## src/rtl/parking_gate_ctrl.sv

```systemverilog
// parking_gate_ctrl
//   Owns the single car-park barrier shared by an entry and an exit lane.
//   It arbitrates the two lanes, runs the barrier open/wait/close sequence,
//   keeps the occupancy count and drives a one-digit 7-segment display.
//
// Ports
//   clk         system clock, rising edge
//   rst_n       synchronous reset, active low
//   entry_req   level, car waiting at the entry loop
//   exit_req    level, car waiting at the exit loop
//   car_passed  one-cycle pulse, car has cleared the barrier beam
//   gate_cmd    barrier motor command, 1 = raise/hold up
//   entry_gnt   entry lane owns the barrier
//   exit_gnt    exit lane owns the barrier
//   occupancy   registered count of parked cars
//   full        occupancy == CAPACITY
//   empty       occupancy == 0
//   seg         active-low segments {g,f,e,d,c,b,a} showing occupancy
//   AN          active-low digit enables, only digit 0 is used
//
// state     | meaning
// IDLE      | barrier down, arbitrating lane requests
// OPENING   | barrier rising for TRAVEL_CYCLES cycles
// WAIT_PASS | barrier up, waiting for car_passed or timeout
// CLOSING   | barrier lowering for TRAVEL_CYCLES cycles
module parking_gate_ctrl #(
  parameter int CAPACITY       = 8,
  parameter int CNT_W          = 4,
  parameter int TRAVEL_CYCLES  = 4,
  parameter int TIMEOUT_CYCLES = 16
) (
  input  logic             clk,
  input  logic             rst_n,
  input  logic             entry_req,
  input  logic             exit_req,
  input  logic             car_passed,
  output logic             gate_cmd,
  output logic             entry_gnt,
  output logic             exit_gnt,
  output logic [CNT_W-1:0] occupancy,
  output logic             full,
  output logic             empty,
  output logic [6:0]       seg,
  output logic [3:0]       AN
);

  localparam int TMR_MAX = (TIMEOUT_CYCLES > TRAVEL_CYCLES) ? TIMEOUT_CYCLES : TRAVEL_CYCLES;
  localparam int TMR_W   = $clog2(TMR_MAX + 1);

  typedef enum logic [1:0] {IDLE, OPENING, WAIT_PASS, CLOSING} state_t;

  state_t           state_q, state_d;
  logic [TMR_W-1:0] timer_q, timer_d;
  logic [CNT_W-1:0] occ_q, occ_d;
  logic             lane_exit_q, lane_exit_d;   // lane owning the current cycle
  logic             last_exit_q, last_exit_d;   // last_served: 0 = ENTRY, 1 = EXIT
  logic             gate_cmd_q, gate_cmd_d;
  logic             entry_gnt_q, entry_gnt_d;
  logic             exit_gnt_q, exit_gnt_d;
  logic             entry_elig, exit_elig;

  assign full  = (occ_q == CNT_W'(CAPACITY));
  assign empty = (occ_q == '0);
  assign entry_elig = entry_req & ~full;
  assign exit_elig  = exit_req & ~empty;

  always_comb begin
    state_d     = state_q;
    timer_d     = timer_q;
    occ_d       = occ_q;
    lane_exit_d = lane_exit_q;
    last_exit_d = last_exit_q;

    case (state_q)
      IDLE: begin
        if (entry_elig || exit_elig) begin
          // Under contention the lane not served last time wins.
          lane_exit_d = exit_elig & (~entry_elig | ~last_exit_q);
          last_exit_d = lane_exit_d;
          state_d     = OPENING;
          timer_d     = TMR_W'(TRAVEL_CYCLES - 1);
        end
      end
      OPENING: begin
        if (timer_q == '0) begin
          state_d = WAIT_PASS;
          timer_d = TMR_W'(TIMEOUT_CYCLES - 1);
        end else begin
          timer_d = timer_q - TMR_W'(1);
        end
      end
      WAIT_PASS: begin
        if (car_passed) begin
          if (lane_exit_q) begin
            if (occ_q != '0) occ_d = occ_q - CNT_W'(1);
          end else begin
            if (occ_q != CNT_W'(CAPACITY)) occ_d = occ_q + CNT_W'(1);
          end
          state_d = CLOSING;
          timer_d = TMR_W'(TRAVEL_CYCLES - 1);
        end else if (timer_q == '0) begin
          state_d = CLOSING;
          timer_d = TMR_W'(TRAVEL_CYCLES - 1);
        end else begin
          timer_d = timer_q - TMR_W'(1);
        end
      end
      CLOSING: begin
        if (timer_q == '0) begin
          state_d = IDLE;
        end else begin
          timer_d = timer_q - TMR_W'(1);
        end
      end
      default: begin
        state_d = IDLE;
        timer_d = '0;
      end
    endcase

    // Outputs are registered images of the next state.
    gate_cmd_d  = (state_d == OPENING) || (state_d == WAIT_PASS);
    entry_gnt_d = (state_d != IDLE) && !lane_exit_d;
    exit_gnt_d  = (state_d != IDLE) && lane_exit_d;
  end

  always_ff @(posedge clk) begin
    if (!rst_n) begin
      state_q     <= IDLE;
      timer_q     <= '0;
      occ_q       <= '0;
      lane_exit_q <= 1'b0;
      last_exit_q <= 1'b0;
      gate_cmd_q  <= 1'b0;
      entry_gnt_q <= 1'b0;
      exit_gnt_q  <= 1'b0;
    end else begin
      state_q     <= state_d;
      timer_q     <= timer_d;
      occ_q       <= occ_d;
      lane_exit_q <= lane_exit_d;
      last_exit_q <= last_exit_d;
      gate_cmd_q  <= gate_cmd_d;
      entry_gnt_q <= entry_gnt_d;
      exit_gnt_q  <= exit_gnt_d;
    end
  end

  always_comb begin
    seg = 7'b0111111;
    case (int'(occ_q))
      0: seg = 7'b1000000;
      1: seg = 7'b1111001;
      2: seg = 7'b0100100;
      3: seg = 7'b0110000;
      4: seg = 7'b0011001;
      5: seg = 7'b0010010;
      6: seg = 7'b0000010;
      7: seg = 7'b1111000;
      8: seg = 7'b0000000;
      9: seg = 7'b0010000;
      default: seg = 7'b0111111;
    endcase
  end

  assign gate_cmd  = gate_cmd_q;
  assign entry_gnt = entry_gnt_q;
  assign exit_gnt  = exit_gnt_q;
  assign occupancy = occ_q;
  assign AN        = 4'b1110;

endmodule

```

## config.mk

```make
export PLATFORM = sky130hd
export DESIGN_NAME = parking_gate_ctrl
export DESIGN_NICKNAME = d
export VERILOG_FILES = /design/src/rtl/parking_gate_ctrl.sv
export SDC_FILE = /design/constraint.sdc
export NUM_CORES = 1
export LEC_CHECK = 0
export ABC_AREA = 0
export CAP_MARGIN = 20
export CORE_MARGIN = 2
export CORE_UTILIZATION = 57
export CTS_BUF_LIST = sky130_fd_sc_hd__clkbuf_4 sky130_fd_sc_hd__clkbuf_8
export DETAILED_ROUTE_END_ITERATION = 7
export HOLD_SLACK_MARGIN = 0.08
export MAX_ROUTING_LAYER = met4
export PLACE_DENSITY = 0.85
export SYNTH_ARGS = -nofsm -noshare
export SYNTH_HDL_FRONTEND = slang
export SYNTH_SLANG_ARGS = --single-unit
export TNS_END_PERCENT = 1
```

## constraint.sdc

```tcl
create_clock -name clk -period 3.7 [get_ports clk]
set_input_delay 0.555 -clock clk [delete_from_list [all_inputs] [get_ports clk]]
set_output_delay 0.555 -clock clk [all_outputs]
set_load 0.005 [all_outputs]
```

# Word-level counts from Yosys, hierarchy flattened
# Memories as Yosys holds them, arrays and structs flattened. A register that Yosys moved wholly into a read port is not among the register bits.
# Index checks and enable logic that the tools add are counted.
[classes] add_sub_neg=3 mul=0 div_mod_pow=0 n_lt_le_gt_ge=0 eq_ne=10 shifts=0 n_mux=19 bitwise=8 n_reduce_logical=14
[op_table] op="$mux W5" n=5
[op_table] op="$mux W4" n=5
[op_table] op="$pmux W5 S4" n=1
[op_table] op="$mux W2" n=5
[op_table] op="$pmux W2 S4" n=1
[op_table] op="$eq A2 B2 Y1 const B" n=3
[op_table] op="$logic_not A5 Y1" n=1
[op_table] op="$sub A5 B1 Y5 const B" n=1
[op_table] op="$add A4 B1 Y4 const B" n=1
[op_table] op="$eq A2 B1 Y1 const B" n=2
[op_table] op="$eq A4 B4 Y1 const B" n=1
[op_table] op="$logic_not A4 Y1" n=1
[op_table] op="$ne A2 B2 Y1 const B" n=2
[op_table] op="$ne A4 B4 Y1 const B" n=1
[op_table] op="$not A1 Y1" n=4
[op_table] op="$reduce_and A2 Y1" n=2
[op_table] op="$reduce_and A4 Y1" n=1
[op_table] op="$reduce_bool A2 Y1" n=2
[op_table] op="$reduce_bool A4 Y1" n=1
[op_table] op="$sub A4 B1 Y4 const B" n=1
[op_table] op="$and A1 B1 Y1" n=3
[op_table] op="$logic_and A1 B1 Y1" n=2
[op_table] op="$logic_not A2 Y1" n=1
[op_table] op="$logic_or A1 B1 Y1" n=2
[op_table] op="other kinds (4)" n=5
[totals] register_bits=16 latchBits=0 mem_bits_rw=0 mem_bits_ro=112 memories=1
[mem_list] memory="(no name shown)" depth=16 word_bits=7 read_ports=1 rd_ports_with_merged_regs=1 wr=0 line="151" rtl="case (int'(occ_q))"

# Longest topological paths before layout
[depth] ltp_word=10 mapped_depth=10 mapped_depth_nobuf=9

# Worst setup path before layout
# Ideal clock, no wire load.
[synth_timing] path_kind="register to register" startpoint="register occ_q[0] (netlist: occupancy[0])" endpoint="register, netlist name seg[0]" setup_time_ns=0.131 arrival_ns=2.102 t_required_ns=3.569 setup_slack_ns=1.467 path_stages_with_launch=9 path_buffers=0 synth_period_minus_slack_ns=2.233 path_cell_list="dfxtp_1 -> inv_1 -> fa_1 -> a211o_1 -> a21boi_1 -> inv_1 -> ha_1 -> mux2i_1 -> mux2i_1"
[synth_between] elab_chain_cells=5
[synth_rtl] element="start: declaration" line="54" rtl="logic [CNT_W-1:0] occ_q, occ_d;"
[synth_rtl] element="start signal: assignment" line="131" rtl="occ_q <= '0;"
[synth_rtl] element="start signal: assignment" line="140" rtl="occ_q <= occ_d;"
[synth_rtl] element="$add A4 B1 Y4, or another cell as far along" line="97" rtl="if (occ_q != CNT_W'(CAPACITY)) occ_d = occ_q + CNT_W'(1);"
[synth_rtl] element="$mux W4, or another cell as far along" line="97"
[synth_rtl] element="$mux W4 / $reduce_and A4 Y1 (equally long branches)"
[synth_rtl] element="$mux W4 (no source line) * (2 in series)"
# Every way passes the cells marked *; elsewhere a longest branch is shown, timed or not. The select of a mux whose other input is x is not followed.
# A chain may end at the register's enable or synchronous reset.

# Worst setup path after layout
[layout_timing] startpoint="register lane_exit_q" endpoint="register, netlist name seg[0]"
[layout_between] elab_chain_cells=4
[layout_rtl] element="start: declaration" line="55" rtl="logic lane_exit_q, lane_exit_d;"
[layout_rtl] element="start signal: assignment" line="141" rtl="lane_exit_q <= lane_exit_d;"
[layout_rtl] element="$ne A2 B1 Y1 (no source line) / $reduce_bool A2 Y1 (equally long branches)"
[layout_rtl] element="$reduce_and A4 Y1 (no source line)"
[layout_rtl] element="$mux W4 (no source line) * (2 in series)"
# Every way passes the cells marked *; elsewhere a longest branch is shown, timed or not.

==> reports/qor_table.md <==
| Result | Reported |
|---|---|
| RSZ-0062 raised after global routing | false |
| Root Driver | sky130_fd_sc_hd__clkbuf_4 |
| Critical path endpoint category | flip-flop |
| Post-cts gate resize count | 0 |
| Clock Latency Late Sink | 0.32 ns |
| Commonest register cell after synthesis | sky130_fd_sc_hd__dfxtp_1 |
| Reg power frac | 50.5% |
| Clock tree from TritonCTS | built |
| Die Outline Area | 2910 sq um |
| Number of library cell types mapped by synthesis | 51 |
| Maximum clock path buffer count | 2 |
| Cell-internal power | 404 uW |
| Number of max-slew violations in the final report | 0 |
| Worst Path Required | 3.91 ns |
| Period minus WS final | 2.49 ns |
| Async S/R FF share, synth | 0% |
| Mean Syn Cell Area | 9.55 sq um |
| Routed metal-1 wirelength | 1.19 mm |
| Total length of routed wires | 2.60 mm |
| Total of flip-flops plus latches after synthesis | 23 |
| # hold bufs at CTS | 0 |
| Iteration count of the initial detailed-routing pass | 4 |
| Buf/Inv on CP | 2 |
| Total via count after detailed routing | 1062 |
| Critical-path cell list | inv_1 > fa_1 > a211o_1 > a21boi_1 > inv_1 > ha_1 > mux2i_1 > mux2i_1 |
| Start point of the worst hold path | timer_q[1]$_SDFFE_PN0P_ |
| Total length of routed met2 wires | 1.28 mm |
| Tot Pwr | 598 uW |
| Achievable clock frequency | 402 MHz |
| Worst Setup Path Type | flip-flop to flip-flop |
| Cell Count, Final, Fillers Out | 195 |
| Worst setup path start | lane_exit_q$_SDFF_PN0_ |
| I/O pin count | 25 |
| Final Core Density | 67.5% |
| Worst hold path type | flip-flop to flip-flop |
| CORE AREA | 2410 sq um |
| Total power per unit cell area | 368 nW/um^2 |
| Number of antenna violations at the first check in global routing | 0 |
| Setup WS pre-CTS | 1.06 ns |
| FF-to-FF Start | lane_exit_q$_SDFF_PN0_ |
| Initial standard-cell utilization of the core | 59.0% |
| Placed cells | 191 |
| Number of enable flip-flop cells after synthesis | 0 |
| Fin Clk Skew | 0.00557 ns |
| Delay contributed by the slowest stage of the critical path | 0.56 ns |
| Diodes inserted | 0 |
| Leakage | 0.000767 uW |
| IR Drop Worst-Case VDD | 0.000273 V |
| Final cycle utilization of the critical path | 67.3% |
| Pin count of the biggest net entering global routing | 18 |
| Final Worst Setup Slack | 1.21 ns |
| Clock H-tree levels | 1 |
| Setup bufs post-CTS | 0 |
| Slowest cell on the critical path | sky130_fd_sc_hd__dfxtp_1 |
| Setup-failing EPs final | 0 |
| CP Launch Type | flip-flop |
| Gate count after technology mapping | 149 |
| Uppermost routed layer | met4 |
| Post-detailed-route count of antenna-violating nets | 0 |
| I/O Buffers | 20 |
| Number of maximum-capacitance violations | 0 |
| Number of rows in the core area | 18 |
| Hold Vio Cnt, Final | 0 |
| Rel. slew slack | 52.6% |
| Most common library cell in the layout ignoring fill and taps | sky130_fd_sc_hd__dfxtp_1 |
| Portion of the post-synthesis area used by sequential elements | 32.4% |
| Share of final-layout standard cells stronger than drive strength 1 | 12.1% |
| Per-cell routed wire length | 13.3 um |
| Detailed Route Iter0 Violations | 14 |
| Routed length on met3 | 97 um |
| Comb power frac | 29.4% |
| Clock buffers created by TritonCTS | 3 |
| Via density per instance | 5.45 |
| Total net switching power | 194 uW |
| Number of DRC violations after detailed routing | 0 |
| Number of global-route vias before repair | 1017 |
| Count of synthesis-stage warnings from yosys | 0 |
| Layout Area Growth over Synthesis | 14.3% |
| Die Y | 54.0 um |
| Placer's final routability congestion estimate | 0.737 |
| Global-route usage over all layers | 21.4% |
| Clock power share | 20.1% |
| Family of cells with the greatest summed delay on the critical path | adder cells |
| First-pass GRT wire length | 4.35 mm |
| Chip Width | 54.0 um |
| Total negative slack | 0 ns |
| GR Overflow Total | 0 |
| Critical path arrival | 2.70 ns |
| Top library cells by usage in the layout, fill and taps aside | sky130_fd_sc_hd__dfxtp_1 (23), sky130_fd_sc_hd__clkdlybuf4s50_1 (20), sky130_fd_sc_hd__inv_1 (12), sky130_fd_sc_hd__nand2_1 (12), sky130_fd_sc_hd__nor2_1 (11) |
| CTS sink cnt | 23 |
| Final HPWL DP | 1.92 mm |
| Post-layout nets | 181 |
| Result of the run | finished, final reports clean |
| Crit Path Max Fanout | 9 |
| Switching part of the total | 32.5% |
| Clock-pin transition on the worst setup and hold timing paths | 0.13 ns |
| Actual slew at the worst max-slew pin | 0.701 ns |
| Cell area after synthesis | 1420 sq um |
==> flip-flops by register name, summed over array words and instances, names as in the netlist <==
name         count
entry_gnt        1
occupancy        4
exit_gnt         1
seg              7
gate_cmd         1
lane_exit_q      1
last_exit_q      1
state_q          2
timer_q          5
==> worst paths after layout <==
check                            endpoint  slack, ns  cells past startpoint
hold reg to reg   timer_q[1]$_SDFFE_PN0P_       0.49                      2
setup reg to reg           seg[0]$_DFF_P_       1.21                      8
hold / removal    timer_q[1]$_SDFFE_PN0P_       0.49                      2
setup / recovery           seg[0]$_DFF_P_       1.21                      8
==> layout make-up <==
type,count,area (sq um)
multi-input cells,106,856
repair buffers,20,200
flip-flops and latches,23,460
clock inverters,1,5.00
fillers,204,783
inverters,12,45.0
clock buffers,3,22.5
well taps,30,37.5
==> synth_stat cells (2+ instances only) <==
cell type | count | share of area [%]
sky130_fd_sc_hd__o21ai_0 | 4 | 1.4
sky130_fd_sc_hd__buf_4 | 6 | 3.2
sky130_fd_sc_hd__nand3_1 | 3 | 1.1
sky130_fd_sc_hd__nand2_1 | 12 | 3.2
sky130_fd_sc_hd__nor2b_1 | 2 | 0.88
sky130_fd_sc_hd__clkbuf_1 | 2 | 0.53
sky130_fd_sc_hd__and2_1 | 4 | 1.8
sky130_fd_sc_hd__a21boi_1 | 2 | 1.1
sky130_fd_sc_hd__ha_1 | 9 | 7.9
sky130_fd_sc_hd__a21boi_0 | 2 | 1.1
sky130_fd_sc_hd__o211a_1 | 4 | 2.8
sky130_fd_sc_hd__a21oi_1 | 4 | 1.4
sky130_fd_sc_hd__nor2_1 | 11 | 2.9
sky130_fd_sc_hd__dfxtp_1 | 23 | 32
sky130_fd_sc_hd__conb_1 | 2 | 0.53
sky130_fd_sc_hd__nor4b_1 | 2 | 1.2
sky130_fd_sc_hd__mux2i_1 | 10 | 7.0
sky130_fd_sc_hd__inv_1 | 12 | 3.2
sky130_fd_sc_hd__xor2_1 | 3 | 1.8
==> stage by stage <==
step / hold WS [ns] / instance area, sq um
final: 0.493 / 1630
after CTS: 0.496 / 1630
after global placement: 0.468 / 1600
after global routing: 0.508 / 1630
after floorplan: 0.448 / 1430
after detailed placement: 0.476 / 1600
==> routing by layer <==
layer  up-vias  global-route usage, %
met3         4                   2.50
met5         -                      -
met2        23                   37.8
li1        533                      -
met4         0                   9.40
met1       502                   23.9
==> power by group through the flow <==
stage          combinational [uW]  sequential, uW  clock (uW)
2_1_floorplan                 137             294           0
3_3_place_gp                  169             306           0
3_5_place_dp                  175             307           0
4_1_cts                       177             301         122
5_1_grt                       202             305         131
6_report                      176             302         120
==> tightest hold or removal path: stages, from the launching register on <==
cell and delay [ns]:
sky130_fd_sc_hd__dfxtp_1 0.34, sky130_fd_sc_hd__inv_1 0.07, sky130_fd_sc_hd__a21oi_1 0.06
==> cell families after synthesis <==
kind of cell,count (synthesis),synth area share (%)
other,2,0.528
DFF,23,32.4
adders and majority gates,10,9.32
buffers and inverters,22,8.00
and+or+nand+nor,46,19.0
xor gates and xnor gates,4,2.99
muxes,12,9.06
AOI/OAI and AO/OA,30,18.7
(Power assumes the default switching activity.)
==> edit 1: new RTL, config.mk and constraints unchanged <==
Register the output `seg`, without a reset; this adds one clock of latency there. The other outputs are not delayed to match.
--- a/src/rtl/parking_gate_ctrl.sv
+++ b/src/rtl/parking_gate_ctrl.sv
@@ -50,2 +50,4 @@
   typedef enum logic [1:0] {IDLE, OPENING, WAIT_PASS, CLOSING} state_t;
+
+  logic [6:0] seg_d;
 
@@ -149,15 +151,15 @@
   always_comb begin
-    seg = 7'b0111111;
+    seg_d = 7'b0111111;
     case (int'(occ_q))
-      0: seg = 7'b1000000;
-      1: seg = 7'b1111001;
-      2: seg = 7'b0100100;
-      3: seg = 7'b0110000;
-      4: seg = 7'b0011001;
-      5: seg = 7'b0010010;
-      6: seg = 7'b0000010;
-      7: seg = 7'b1111000;
-      8: seg = 7'b0000000;
-      9: seg = 7'b0010000;
-      default: seg = 7'b0111111;
+      0: seg_d = 7'b1000000;
+      1: seg_d = 7'b1111001;
+      2: seg_d = 7'b0100100;
+      3: seg_d = 7'b0110000;
+      4: seg_d = 7'b0011001;
+      5: seg_d = 7'b0010010;
+      6: seg_d = 7'b0000010;
+      7: seg_d = 7'b1111000;
+      8: seg_d = 7'b0000000;
+      9: seg_d = 7'b0010000;
+      default: seg_d = 7'b0111111;
     endcase
@@ -171,2 +173,6 @@
 
+  always_ff @(posedge clk) begin
+    seg <= seg_d;
+  end
+
 endmodule
Function: changed (Yosys sat finds a counterexample within 10 cycles, from zero or initial values and one cycle with rst_n low).
==> edit 1 against the unedited design <==
- via count down 4.2%
- design area down 11%
- total power up 15%
- clock skew down 0.0042 ns
- count of clock-buffer cells in the layout up 1
- first-iteration DRC count up 29%
- setup slack better by 0.025 ns
- area after synthesis down 13%
- sequential cell count unchanged
- routed wire length down 6.1%
- critical path type is now reg2out
- largest cell class unchanged
- largest power group unchanged
==> edit 1: results (changes against the unedited design) <==
Outcome = finished, final reports clean
Distinct cells, synth = 38 (-25%)
Vias in the first global route = 998 (-1.9%)
Category of the most critical setup path = reg2out
Fmax = 405.8 MHz (+1.0%)
# nets final = 175 (-3.3%)
Dpl ws = 1.522 ns (+0.4593 ns)
Cell internal pwr = 0.0004635 W (+15%)
Initial drt markers = 18 (+4)
Synth Area in XOR/XNOR = 0.03550 (+0.005594)
Clk Latency, worst-skew pair = 0.30 ns (-0.02 ns)
Fraction of layout cells with a size suffix above 1 = 0.04403 (-0.07719)
Total GRT Usage = 0.2239 (+0.01030)
DP Area = 1415 um2 (-12%)
Seq/Total Area, Yosys = 0.3732 (+0.04957)
Peak VDD IR = 0.3681 mV (+35%)
Synth Area in Compound Gates = 0.1521 (-0.03521)
Reg2reg path depth = 6 (-2)
CP Capture Point = empty
Crit Reg-Reg Endpoint = occupancy[3]
Switching portion of total power = 0.3281 (+0.003441)
Layout Area Growth over Synthesis = 17.14%
Synth top cells by count = 23 x dfxtp_1, 15 x nand2_1, 12 x nor2_1, 10 x a21oi_1, 9 x ha_1
Hold Crit Start = timer_q[4]
Clock skew = 0.001350 ns (-0.004224 ns)
Fillers = 156 (-24%)
Post-Syn Area per Cell = 8.627 um2 (-9.6%)
Combinational-cell power consumption = 0.000250 W (+42%)
WHS = 0.4558 ns (-0.03753 ns)
Worst r2r src = occupancy[1]
Peak fanout along the critical path = 8 (-1)
HPWL Detailed = 1822 um (-5.1%)
DR WL/cell = 13.11 um (-1.5%)
Critical path data arrival time = 1.91 ns (-0.79 ns)
Final Wtd Congestion = 0.8471 (+15%)
First-pass GRT wire length = 4298 um (-1.1%)
## edit 1: worst min path at each step
stage | end | cells after the start
finish | timer_q[4] | 2
global route | timer_q[4] | 2
CTS | timer_q[4] | 2
detailed placement | timer_q[4] | 2
global placement | timer_q[4] | 2
floorplan | timer_q[4] | 2
## edit 1: final cells by class
| cell class | instances | area share |
|---|---|---|
| Clock buffer | 4 | 0.02078 |
| Tap cell | 27 | 0.02338 |
| Multi-Input combinational cell | 105 | 0.4805 |
| Inverter | 7 | 0.01818 |
| Sequential cell | 23 | 0.3186 |
| Timing Repair Buffer | 20 | 0.1385 |
## edit 1: worst max-delay path, cell delays in order, from the launching register on
cell             delay, ns
dfxtp_1               0.40
inv_1                 0.18
ha_1                  0.23
nor3b_1               0.25
clkdlybuf4s50_1       0.55
## edit 1: layer usage
metal,global-route usage,up-vias,wire (um)
met5,-,-,0
met4,0.06306,0,31
met3,0.02976,4,92
met2,0.3706,31,1157
met1,0.2881,465,1156
li1,-,517,-
==> edit 2: new RTL, same flow settings <==
Without the edit above. `CNT_W`: 4 -> 6.
--- a/src/rtl/parking_gate_ctrl.sv
+++ b/src/rtl/parking_gate_ctrl.sv
@@ -27,3 +27,3 @@
   parameter int CAPACITY       = 8,
-  parameter int CNT_W          = 4,
+  parameter int CNT_W          = 6,
   parameter int TRAVEL_CYCLES  = 4,
Ports: changed (resized occupancy); port bits go from 25 to 27. The function was not compared with the original's and may differ.
==> edit 2 against the unedited design <==
- area after synthesis grew 24%
- via count grew 48%
- design area grew 23%
- die area grew 22%
- synthesized cell count grew 40%
- sequential cell count grew 2
- setup slack lost 0.25 ns
- routed wire length grew 46%
- final cell count grew 32%
Power is not compared: it rests on default switching activity, and its combinational part moved more than twofold at a synthesized area within 25%.
==> edit 2: results (changes against the unedited design) <==
Final wirelength = 3791 um (+46%)
Reg2reg path depth = 9 (+1)
Fraction of layout cells with a size suffix above 1 = 0.07111 (-0.05010)
Fin. max-slew vios = 0 (unchanged)
Distinct cells, synth = 56 (+9.8%)
Slew HR = 0.3265 (-0.1995)
# nets final = 243 (+34%)
Clock buffer depth = 2 (unchanged)
Outcome = finished, final reports clean
HPWL Detailed = 2815 um (+47%)
Critical path data arrival time = 2.18 ns (-0.52 ns)
Crit path max-delay family = simple AND/OR/NAND/NOR gates
Port Buffers = 22 (+10%)
First-pass GRT wire length = 6189 um (+42%)
Num CTS Buffers = 3 (unchanged)
Fillers = 255 (+25%)
Post-CTS Setup Bufs = 0 (unchanged)
DR DRC count = 0 (unchanged)
DP Area = 1972 um2 (+23%)
WHS = 0.5357 ns (+0.04235 ns)
Main area contributors after synthesis = dfxtp_1 28%, ha_1 7.8%, nand2_1 3.6%
Vias = 1,577 (+48%)
Synth top cells by count = 25 x dfxtp_1, 17 x nand2_1, 15 x inv_1, 11 x a21oi_1, 11 x ha_1
Initial drt markers = 118 (+104)
Inserted Diodes = 0 (unchanged)
Worst r2r src = occupancy[5]
CP peak stage delay = 0.52 ns (-0.04 ns)
Seq/Total Area, Yosys = 0.2837 (-0.03997)
Clock skew = 0.007233 ns (+0.001660 ns)
Predominant post-synthesis flop cell = dfxtp_1
Reg-to-reg slack, setup = 1.01 ns (-0.20 ns)
Post_cts resized = 0 (unchanged)
Final Wtd Congestion = 0.8919 (+21%)
Vias in the first global route = 1,413 (+39%)
Largest net degree at the start of global routing = 16 (-2)
Peak fanout along the critical path = 14 (+5)
H-tree Lvls = 1 (unchanged)
Total GRT Usage = 0.2316 (+0.01794)
[edit 2: cell type report]
cell class / instances / area, um2 / share of cell area
timing repair buffer: 24 / 235.2 / 0.1175
inverter: 15 / 56.30 / 0.02813
clock buffer: 4 / 30.03 / 0.01500
multi-input combinational: 157 / 1139 / 0.5687
tap: 33 / 41.29 / 0.02063
sequential: 25 / 500.5 / 0.2500
[edit 2: power by group through the flow]
stage | Sequential, W | Combinational, W | Clock [W]
after floorplan | 0.000380 | 0.000441 | 0
after global placement | 0.000420 | 0.000566 | 0
after detailed placement | 0.000420 | 0.000577 | 0
after CTS | 0.000413 | 0.000583 | 0.000131
after global routing | 0.000426 | 0.000642 | 0.000145
final | 0.000415 | 0.000585 | 0.000130
[edit 2: layer usage]
metal  wire length [um]  track usage  vias to the layer above  share of wire
met5                  0            -                        -              0
met4                 64      0.08889                        0          0.017
met3                183      0.02620                        9          0.048
met2               1765       0.3689                       66           0.47
met1               1777       0.3004                      716           0.47
li1                   -            -                      786              -
[edit 2: per-stage QoR]
step | instances | worst slack, ns | power (W)
2_1_floorplan | 211 | 1.364 | 0.0008213
3_3_place_gp | 254 | 0.8397 | 0.0009859
3_5_place_dp | 254 | 0.7759 | 0.0009974
4_1_cts | 258 | 0.9793 | 0.001128
5_1_grt | 258 | 0.7993 | 0.001213
6_report | 258 | 0.9611 | 0.001130
[edit 2: worst max path at each step]
stage	cells past startpoint	slack, ns	end	from
2_1_floorplan	8	1.36	flop	occupancy[1]
3_3_place_gp	8	0.84	flop	car_passed
3_5_place_dp	8	0.78	flop	car_passed
4_1_cts	4	0.98	full	occupancy[0]
5_1_grt	9	0.80	flop	occupancy[5]
6_report	4	0.96	full	occupancy[0]
[edit 2: logic make-up (layout without fill, tap and decap cells)]
| kind of cell | Yosys count | after routing | synth area share |
|---|---|---|---|
| multiplexers | 6 | 6 | 0.03404 |
| flip-flops | 25 | 25 | 0.2837 |
| buffers and inverters | 29 | 43 | 0.07517 |
| adder cells (fa/ha/maj) | 12 | 12 | 0.08936 |
| other | 2 | 4 | 0.004257 |
| AND/OR/NAND/NOR | 70 | 70 | 0.2149 |
| AO/OA/AOI/OAI | 59 | 59 | 0.2688 |
| XOR/XNOR | 6 | 6 | 0.02979 |
[edit 2: worst register-to-register path, stage by stage, from the launching register on]
cell and delay (ns):
dfxtp_1 0.45, or4_4 0.65, o31ai_4 0.38, o21ai_0 0.18
nand2_1 0.21, inv_1 0.10, ha_1 0.19, o2111a_1 0.15
nor3_1 0.19, o21ai_1 0.10
